<file path="src/rtl/reg_file_mp.sv">
// reg_file_mp: parametrised multi-port integer register file with a per-register
// busy scoreboard and a post-reset clearing sweep. Register 0 is hardwired to zero.
module reg_file_mp #(
   parameter int XLEN   = 32,
   parameter int NREGS  = 32,
   parameter int NRD    = 2,
   parameter int NWR    = 2,
   parameter int BYPASS = 1,
   localparam int AW    = $clog2(NREGS)
) (
   input  logic                 clk,
   input  logic                 rst,
   input  logic [NRD*AW-1:0]    rd_addr,
   output logic [NRD*XLEN-1:0]  rd_data,
   output logic [NRD-1:0]       rd_busy,
   input  logic [NWR-1:0]       wr_en,
   input  logic [NWR*AW-1:0]    wr_addr,
   input  logic [NWR*XLEN-1:0]  wr_data,
   input  logic                 alloc_en,
   input  logic [AW-1:0]        alloc_addr,
   output logic                 init_done
);

   typedef enum logic {
      INIT,
      RUN
   } state_t;

   state_t              state_q, state_d;
   logic [AW-1:0]       idx_q, idx_d;
   logic                initDone_q, initDone_d;
   logic [NREGS-1:0]    busy_q, busy_d;
   logic [XLEN-1:0]     regs_q [NREGS];

   logic [AW-1:0]       rdA;
   logic [XLEN-1:0]     rdD;
   logic                rdB;
   logic                fwdHit;

   // Next-state logic: the sweep walks every index once, then the scoreboard
   // tracks allocations (set) and writebacks (clear), allocation taking priority.
   always_comb begin
      state_d    = state_q;
      idx_d      = idx_q;
      initDone_d = initDone_q;
      busy_d     = busy_q;
      case (state_q)
         INIT: begin
            idx_d = idx_q + AW'(1);
            if (idx_q == AW'(NREGS - 1)) begin
               state_d    = RUN;
               initDone_d = 1'b1;
               idx_d      = '0;
            end
         end
         RUN: begin
            for (int j = 0; j < NWR; j++) begin
               if (wr_en[j]) begin
                  busy_d[wr_addr[j*AW +: AW]] = 1'b0;
               end
            end
            if (alloc_en) begin
               busy_d[alloc_addr] = 1'b1;
            end
            busy_d[0] = 1'b0;
         end
         default: begin
            state_d = INIT;
         end
      endcase
   end

   // Control state, sweep index, init_done flag and busy bits; reset restarts the sweep.
   always_ff @(posedge clk or posedge rst) begin
      if (rst) begin
         state_q    <= INIT;
         idx_q      <= '0;
         initDone_q <= 1'b0;
         busy_q     <= '0;
      end else begin
         state_q    <= state_d;
         idx_q      <= idx_d;
         initDone_q <= initDone_d;
         busy_q     <= busy_d;
      end
   end

   // Storage array: cleared one entry per cycle during the sweep, written by the
   // write ports afterwards; later ports override earlier ones on the same address.
   always_ff @(posedge clk) begin
      if (state_q == INIT) begin
         regs_q[idx_q] <= '0;
      end else begin
         for (int j = 0; j < NWR; j++) begin
            if (wr_en[j] && (wr_addr[j*AW +: AW] != '0)) begin
               regs_q[wr_addr[j*AW +: AW]] <= wr_data[j*XLEN +: XLEN];
            end
         end
      end
   end

   // Read ports: array value with optional same-cycle forwarding from the
   // highest matching write port; zero during the sweep and for register 0.
   always_comb begin
      rd_data = '0;
      rd_busy = '0;
      rdA     = '0;
      rdD     = '0;
      rdB     = 1'b0;
      fwdHit  = 1'b0;
      for (int k = 0; k < NRD; k++) begin
         rdA    = rd_addr[k*AW +: AW];
         rdD    = regs_q[rdA];
         rdB    = busy_q[rdA];
         fwdHit = 1'b0;
         if (BYPASS != 0) begin
            for (int j = 0; j < NWR; j++) begin
               if (wr_en[j] && (wr_addr[j*AW +: AW] == rdA)) begin
                  rdD    = wr_data[j*XLEN +: XLEN];
                  fwdHit = 1'b1;
               end
            end
         end
         if (fwdHit && !(alloc_en && (alloc_addr == rdA))) begin
            rdB = 1'b0;
         end
         if ((state_q != RUN) || (rdA == '0)) begin
            rdD = '0;
            rdB = 1'b0;
         end
         rd_data[k*XLEN +: XLEN] = rdD;
         rd_busy[k]              = rdB;
      end
   end

   assign init_done = initDone_q;

endmodule

</file>
<file path="config.mk">
export PLATFORM = sky130hd
export DESIGN_NAME = reg_file_mp
export DESIGN_NICKNAME = d
export VERILOG_FILES = /design/src/rtl/reg_file_mp.sv
export SDC_FILE = /design/constraint.sdc
export NUM_CORES = 2
export LEC_CHECK = 0
export ABC_CLOCK_PERIOD_IN_PS = 4300
export CELL_PAD_IN_SITES_DETAIL_PLACEMENT = 1
export CELL_PAD_IN_SITES_GLOBAL_PLACEMENT = 2
export CORE_MARGIN = 2
export CORE_UTILIZATION = 40
export CTS_CLUSTER_DIAMETER = 150
export DETAILED_ROUTE_END_ITERATION = 8
export PLACE_DENSITY_LB_ADDON = 0.1
export SYNTH_ARGS = -nofsm -noshare
export SYNTH_HDL_FRONTEND = slang
export SYNTH_SLANG_ARGS = --single-unit
</file>
<file path="constraint.sdc">
create_clock -name clk -period 4.3 [get_ports clk]
set_input_delay 0.43 -clock clk [delete_from_list [all_inputs] [get_ports clk]]
set_output_delay 0.43 -clock clk [all_outputs]
set_load 0.03 [all_outputs]
</file>
==> metrics <==
status=complete, no violations; Worst Path Max Fanout=10; DP Worst Slack=-0.108 ns; syn avg cell area=11.9 um^2; post-DP HPWL=179,000 um; vias in the first global route=49,500; global-route wire length before repair=409,000 um; FF+latch count, synth=1,062; Post-Synth XOR/XNOR Area=0.420%; GRT Max-Usage Layer=met2; clock buffer depth=3; P per Cell Area=349 mW/mm^2; DIE WIDTH=399 um; starting density of the core=40.2%; Synth cell types=63; GRT Total Usage=37.3%; worst vdd ir=0.284 mV; Worst Hold Class=primary input to async pin; Vias/cell=6.86; Sink Count=1,062; WS Path Type=primary input to primary output; antenna violations before repair=20; worst setup margin=0.0535 ns; startpoint types=primary input; Num CTS Buffers=121; total wire length=300,000 um; Post-synth ARST share=3.58%; die height=399 um; clock-pin slew on the worst setup and hold paths=0.06 ns; main combinational cell family by area after synthesis=multiplexers; largest net degree at the start of global routing=78; max-slew violations=0; number of synthesized flops with an enable pin=1,024; CTS tree=built; Register Area=0.0317 mm^2; met3 Use GR=8.70%; Synth Area in Compound Gates=11.9%; Synth Flop Type=edfxtp_1; post-synthesis adder-cell area fraction=0.0400%; drt drc=0; Worst Max-Slew Pin Slew=1.21 ns; number of fill cells in the layout=15,900; GPL Wtd Cong=0.894; Port-buffer cells=160; post-route ant nets=0; Cell Rows=145; global-route met1 utilization=52.3%; Core Area=0.156 mm^2; Worst setup EP type=primary output; die area=0.159 mm^2; post-synthesis mux area share=23.8%; CP required=3.87 ns; final number of setup-violating endpoints=0; layout cell share with drive strength beyond 1=23.7%; Seq/Total Area, Yosys=50.7%; Arrival @ worst endpoint=3.82 ns; Synth Area in Simple Gates=8.41%; # IOs=161; Syn Nets=5,354; H-Tree Depth=3; Total Nets Final=5,349; total number of vias=50,800; Peak Freq=0.235 GHz; setup_tns=0 ns; period utilization=98.8%; Area growth syn-to-layout=16.1%; Synthesis Warnings=0; Period minus WS final=4.25 ns; Setup Skew=0.0397 ns; post-synthesis cell count=5,258; GRT Residual Overflow=0; mean routed wirelength per cell=40.5 um; clk root buf=clkbuf_16; met2 Use GR=54.8%; number of max-cap violations=0; Rel. slew slack=19.4%; initial DRC count=7,697; RSZ-0062 raised after global routing=false; synthesized cell area=0.0625 mm^2; DR pass1 iterations=5; area of the multi-input gates=0.0285 mm^2; worst-skew pair later-pin latency=0.77 ns; Lkg Pwr=0.0248 uW; final hold violation count=0
[flip-flops by register name, indices dropped and copies added, names as in the netlist]
name       flops
busy_q        31
idx_q          5
init_done      1
regs_q      1024
state_q        1
[critical path, cell delays in order]
cell,delay (ns)
clkdlybuf4s50_1,0.73
xnor2_1,0.17
nand4_1,0.48
o21ai_4,0.67
buf_4,0.32
o22ai_1,0.13
o32ai_1,0.66
buf_12,0.20
[timing repair]
action / in CTS / in global routing
resized for setup: 1 / 1
pin swaps: 0 / 1
hold buffers: 0 / 0
setup endpoints to repair: 1 / 1
setup buffers: 0 / 4
[Yosys cell counts, types with 7 or more instances]
library cell  number  area, um^2
edfxtp_1        1024       30700
a22oi_1            7        52.6
buf_4             30         225
xnor2_1           14         123
nor3_1            65         325
buf_2             86         430
buf_1             50         188
nand3b_1           7        52.6
mux2_2            27         304
o21ai_0         1051        5260
mux4_2           549       12400
o2bb2a_1           9        90.1
a2111oi_0         16         140
xor2_1            16         140
a21oi_1           31         155
o21bai_1          20         150
inv_1             60         225
nand2_1         1096        4110
clkbuf_1         479        1800
buf_6             11         124
nor2_1            76         285
a21boi_0          11        82.6
nand3_1           21         105
dfrtp_1           38         951
a22o_1            28         245
a221oi_1          11        96.3
o221ai_1          17         149
mux2i_1          218        2180
a221o_1           10         100
a31oi_1           16         100
o22ai_1           61         382
nand4_1            7        43.8
o31ai_1           10        75.1
[where the power goes]
part / internal (uW) / total (uW) / switching (uW)
Clock: 5530 / 10200 / 4630
Combinational: 1360 / 3620 / 2260
Sequential: 11500 / 11500 / 43.3
[layout make-up]
class / count / area share (%)
tap: 2058 / 3.55
clock buffer: 149 / 4.35
antenna: 4 / 0.0138
inverter: 63 / 0.336
multi-input combinational: 3477 / 39.3
timing repair buffer: 528 / 7.98
sequential: 1062 / 43.7
clock inverter: 72 / 0.772
[cells by family (layout without fill, tap and decap cells)]
| group | after synthesis | count (layout) |
|---|---|---|
| simple gates | 1319 | 1319 |
| mux | 794 | 794 |
| compound gates | 1332 | 1332 |
| xor+xnor | 30 | 30 |
| buf+inv | 719 | 812 |
| flops | 1062 | 1062 |
| other cells | 0 | 4 |
| fa+ha+maj | 2 | 2 |
[worst paths after layout]
check                      slack (ns)  depth (start not counted)  startpoint            end
max                              0.05                          8  wr_addr[2]    rd_data[49]
min                              0.12                          3         rst      init_done
max reg2reg                      1.18                          7     state_q  regs_q[0][31]
min reg2reg                      0.51                          1   init_done      init_done
max in group asynchronous        3.70                          3         rst      busy_q[3]
min in group clk                 0.51                          1   init_done      init_done
[metrics by stage]
step / instances / total power (uW) / cell area [um^2] / util, % / hold slack, ns
5_1_grt: 7410 / 25800 / 72600 / 46.6 / 0.185
2_1_floorplan: 5258 / 13600 / 62500 / - / 0.461
3_3_place_gp: 7183 / 15200 / 68800 / 44.2 / 0.489
6_report: 7413 / 25300 / 72600 / 46.6 / 0.120
4_1_cts: 7405 / 25300 / 72500 / 46.6 / 0.122
3_5_place_dp: 7184 / 15300 / 68800 / 44.2 / 0.477
[per-layer routing]
layer  vias up  share of wire, %
met1     26700                40
met4        20               5.5
li1      20000                 -
met3       736                12
met2      3453                43
met5         -             0.044
[layout by cell type, fill, tap and decap left out, types with 18 or more instances in the layout]
| cell type | instances |
|---|---|
| clkbuf_1 | 27 |
| mux2_2 | 27 |
| inv_1 | 59 |
| mux4_2 | 549 |
| clkinv_2 | 18 |
| clkinv_1 | 41 |
| nor2_1 | 51 |
| clkdlybuf4s50_1 | 85 |
| o22ai_4 | 20 |
| buf_4 | 309 |
| nand3_1 | 19 |
| a22o_1 | 28 |
| nor2_4 | 23 |
| a21oi_1 | 28 |
| buf_12 | 126 |
| nand2_1 | 1096 |
| edfxtp_1 | 1024 |
| nor3_1 | 57 |
| clkbuf_16 | 122 |
| dfrtp_1 | 38 |
| o21ai_0 | 1048 |
| mux2i_1 | 218 |
| o22ai_1 | 41 |
(Power assumes the default switching activity.)
